`config.mk`:
```
export PLATFORM = sky130hd
export DESIGN_NAME = serial_sub4
export DESIGN_NICKNAME = d
export VERILOG_FILES = /design/src/rtl/serial_sub4.sv
export SDC_FILE = /design/constraint.sdc
export NUM_CORES = 1
export LEC_CHECK = 0
export BUFFER_PORTS_ARGS = -buffer_cell sky130_fd_sc_hd__buf_2
export CORE_UTILIZATION = 47
export DETAILED_ROUTE_END_ITERATION = 16
export PLACE_DENSITY = 0.72
export SETUP_SLACK_MARGIN = 0.5
export SLEW_MARGIN = 20
export SYNTH_ARGS = -nofsm -noshare
export SYNTH_HDL_FRONTEND = slang
export SYNTH_SLANG_ARGS = --single-unit
export TNS_END_PERCENT = 100
```
`constraint.sdc`:
```
create_clock -name clk -period 1.4 [get_ports clk]
set_input_delay 0 -clock clk [delete_from_list [all_inputs] [get_ports clk]]
set_output_delay 0 -clock clk [all_outputs]
set_load 0.02 [all_outputs]
```
`src/rtl/serial_sub4.sv`:
```
// Bit-serial subtractor d = a - b - bin, LSB first, one full-subtractor cell plus a borrow flop.
// Optional signed-overflow output enabled by defining SERIAL_SUB4_OVF_EN.
module serial_sub4 #(
  parameter int WIDTH = 4,
  parameter int CNT_W = 3
) (
  input  logic             clk,
  input  logic             rst_n,
  input  logic             start,
  input  logic [WIDTH-1:0] a,
  input  logic [WIDTH-1:0] b,
  input  logic             bin,
  output logic             busy,
  output logic             done,
  output logic [WIDTH-1:0] d,
  output logic             bo
`ifdef SERIAL_SUB4_OVF_EN
  ,
  output logic             ovf
`endif
);

  typedef enum logic [1:0] {IDLE, SHIFT, DONE} state_t;

  state_t             state, state_next;
  logic [WIDTH-1:0]   sa, sb, res, res_next;
  logic               br, br_next, x;
  logic [CNT_W-1:0]   cnt;
  logic               accept, last;
`ifdef SERIAL_SUB4_OVF_EN
  logic               am, bm;
`endif

  always_ff @(posedge clk or negedge rst_n) begin
    if (!rst_n) state <= IDLE;
    else        state <= state_next;
  end

  always_comb begin
    state_next = state;
    accept     = 1'b0;
    last       = 1'b0;
    case (state)
      IDLE: begin
        if (start) begin
          accept     = 1'b1;
          state_next = SHIFT;
        end
      end
      SHIFT: begin
        if (cnt == CNT_W'(WIDTH - 1)) begin
          last       = 1'b1;
          state_next = DONE;
        end
      end
      DONE: begin
        // A start here is taken immediately so ops can run back to back.
        if (start) begin
          accept     = 1'b1;
          state_next = SHIFT;
        end else begin
          state_next = IDLE;
        end
      end
      default: state_next = IDLE;
    endcase
  end

  always_comb begin
    x        = sa[0] ^ sb[0] ^ br;
    br_next  = (~sa[0] & sb[0]) | (~(sa[0] ^ sb[0]) & br);
    res_next = {x, res[WIDTH-1:1]};
  end

  assign busy = (state == SHIFT);
  assign done = (state == DONE);

  always_ff @(posedge clk or negedge rst_n) begin
    if (!rst_n) begin
      sa  <= '0;
      sb  <= '0;
      br  <= 1'b0;
      res <= '0;
      cnt <= '0;
      d   <= '0;
      bo  <= 1'b0;
`ifdef SERIAL_SUB4_OVF_EN
      am  <= 1'b0;
      bm  <= 1'b0;
      ovf <= 1'b0;
`endif
    end else if (accept) begin
      sa  <= a;
      sb  <= b;
      br  <= bin;
      res <= '0;
      cnt <= '0;
`ifdef SERIAL_SUB4_OVF_EN
      am  <= a[WIDTH-1];
      bm  <= b[WIDTH-1];
`endif
    end else if (state == SHIFT) begin
      sa  <= sa >> 1;
      sb  <= sb >> 1;
      br  <= br_next;
      res <= res_next;
      cnt <= cnt + CNT_W'(1);
      if (last) begin
        d   <= res_next;
        bo  <= br_next;
`ifdef SERIAL_SUB4_OVF_EN
        // x is the result MSB on the final step.
        ovf <= (am != bm) && (x != am);
`endif
      end
    end
  end

endmodule

```
==> metrics.cfg <==
[timing]
post-route-period-util=0.948
finalSetupTns_ns=0
tightest_slew_ns=0.481
slew_headroom=0.679
drv_slew=0
clock_skew_ns=0.0107
period_minus_slack_ns=1.33
fmax_ghz=0.754
finalSetupViolations=0
hold_violations=0
rsz0062_at_grt=yes

[cells_and_area]
finalNonFillerCells=165
syn2layout_area_growth_pct=66.7
seq_area_um2=553
diodes=0
n_fill_cell=104
multi_input_area_um2=568
final_common_cell=dfrtp_1
nets=154
drive_gt1_frac=0.587
layout_common_cells=dfrtp_1 (20), buf_6 (16), buf_4 (16), buf_2 (11), dlygate4sd3_1 (9)

[power]
p_sw_mw=1.52
vdd.ir_drop.worst_mv=1.67
p_clk_frac=0.092
p_seq_frac=0.312
leakage_nw=0.819
finalPower_mw=3.95
swShare=0.384
p_comb_frac=0.596
internal_power_mw=2.44
power.density_nw_per_um2=2340

[logic_synthesis]
synth_compound_area_frac=0.164
syn_avg_cell_area_um2=12.1
synthTopCellsByArea=dfrtp_1 (54%), mux2_2 (7.8%), a22o_1 (6.1%), a21oi_1 (3.5%), inv_1 (3.3%)
synth.top_cell.area_share=0.544
synth.net_count=99
synth_area_um2=1010
yosysWarnings=0
synth_top_cell_by_area=dfrtp_1
synthSimpleGateAreaFrac=0.0729
synth_fa_ha_area_frac=0.0445
yosysSeqAreaShare=0.544
synthMuxAreaShare=0.112
synth_xor_area_frac=0
ys_types=23
synth_top_family_by_area=compound AO/OA/AOI/OAI gates
synth_seq_cells=22
synth_cells=84

[placement]
io_buffer_count=18
placed_cells=128
hpwlAfterDp_mm=1.44
gp_congestion=0.798

[cts]
insertion_delay_ns=0.32
clk_pin_slew_ns=0.13
clock_sinks=22
cts_root_buf=clkbuf_4
cts_buffer_depth=2
cts_buffers=3
h-tree-depth=1
cts_tree=built

[outcome]
status=finished clean

[worst_setup_path]
rr_worst_depth=4
cp_max_fo=6
worstSetupPathType=register to register
start_kind=register
critical_path_arrival_ns=1.55
cp-end-kind=register
cp.required_ns=1.62

[global_routing]
overflow=0
grt_pass1_vias=981
grtUsageMet1=0.309
met2_usage=0.460
busiest_layer=met2
grt_util_met3=0.0629
grt_pass1_wl_mm=4.55
grt.total_usage=0.258
grt_max_degree=23
antenna_found_initial=0

[floorplan]
start_util=0.506
ios=19
die_w_um=48.4
die_y_um=48.4
rows=16
dieArea_um2=2340
fp.coreArea_um2=2000

[detailed_routing]
routed_wirelength_mm=3.04
drtAntennaViolNets=0
dr_total_vias=917
drt_first_pass_iters=4
via_per_inst=5.56
drcViolationCount=0
drt-initial-drc-count=21
wire_per_inst_um=18.4

[worst_hold_path]
min_delay_path_depth=3
hold_class=input pin to register

[job]
drv_cap=0

[worst max-delay path, stage by stage, from the launching register on]
cell and delay [ns]:
dfrtp_1 0.44, ha_4 0.18, ha_4 0.16, nand3b_4 0.14, mux2_4 0.32
[timing repair]
item	CTS	global route
resized for setup	32	17
setup endpoints to repair	24	29
hold buffers	9	0
hold endpoints to repair	30	0
cloned	1	0
pin swaps	9	5
setup buffers	19	4
[power by group through the flow]
stage               combinational, mW  sequential [mW]  clock [mW]
global placement                 1.31             1.17           0
CTS                              1.97             1.18       0.352
global route                     2.52             1.25       0.386
detailed placement               1.36             1.19           0
finish                           2.36             1.23       0.363
floorplan                        1.03             1.18           0
[cell type report]
type,instances,share of cell area
Clock buffer,4,0.0215
Inverter,9,0.0215
Multi-Input combinational cell,50,0.337
Sequential cell,22,0.328
Tap cell,27,0.0200
Timing Repair Buffer,53,0.273
[final timing paths]
kind / to / slack [ns] / start
max: d[0] / 0.07 / cnt[0]
min in group asynchronous: sa[3] / 0.14 / rst_n
max reg2reg: d[0] / 0.07 / cnt[0]
max in group asynchronous: state[0] / 0.89 / rst_n
min reg2reg: sb[2] / 0.55 / sb[2]
min: sb[2] / 0.02 / b[2]
[state kept, by name (all words and copies together), names as in the netlist]
signal and cells:
br 1, d 4, cnt 3, bo 1, sb 4, res 3
sa 4, state 2
[layer usage]
layer  part of all wire  vias to the layer above  routed length (um)
met5                  0                        -                   0
met4              0.056                        0                 170
met3              0.055                       17                 166
met2               0.50                       40                1520
met1               0.39                      456                1180
li1                   -                      404                   -
[synthesized netlist by cell type]
cell	instances
mux2_4	1
a22o_1	7
buf_6	1
o22ai_1	4
a21oi_1	7
a211oi_1	3
nand2b_1	1
nor2b_1	2
fa_1	1
a21o_1	1
and2b_1	3
mux2i_1	2
o21ai_0	3
nor2_2	1
mux2_2	7
nand3b_2	1
inv_1	9
buf_2	2
nand2_1	2
or2b_1	1
buf_4	1
dfrtp_1	22
ha_1	2
[cells by family after synthesis]
family	after synthesis
DFF	22
and+or+nand+nor	11
muxes	10
buffers and inverters	13
adders and majority gates	3
AOI/OAI and AO/OA	25
[metrics by stage]
step	utilization	hold WS (ns)	setup slack, ns	instance area, um^2
2_1_floorplan	-	-0.296	0.143	1080
3_3_place_gp	0.597	-0.00930	0.122	1190
3_5_place_dp	0.597	-0.0122	0.0682	1190
4_1_cts	0.795	0.00442	0.0977	1590
5_1_grt	0.843	0.0151	0.0398	1690
6_report	0.843	0.0171	0.0729	1690
Note: power is estimated with default switching activity, not from simulation.
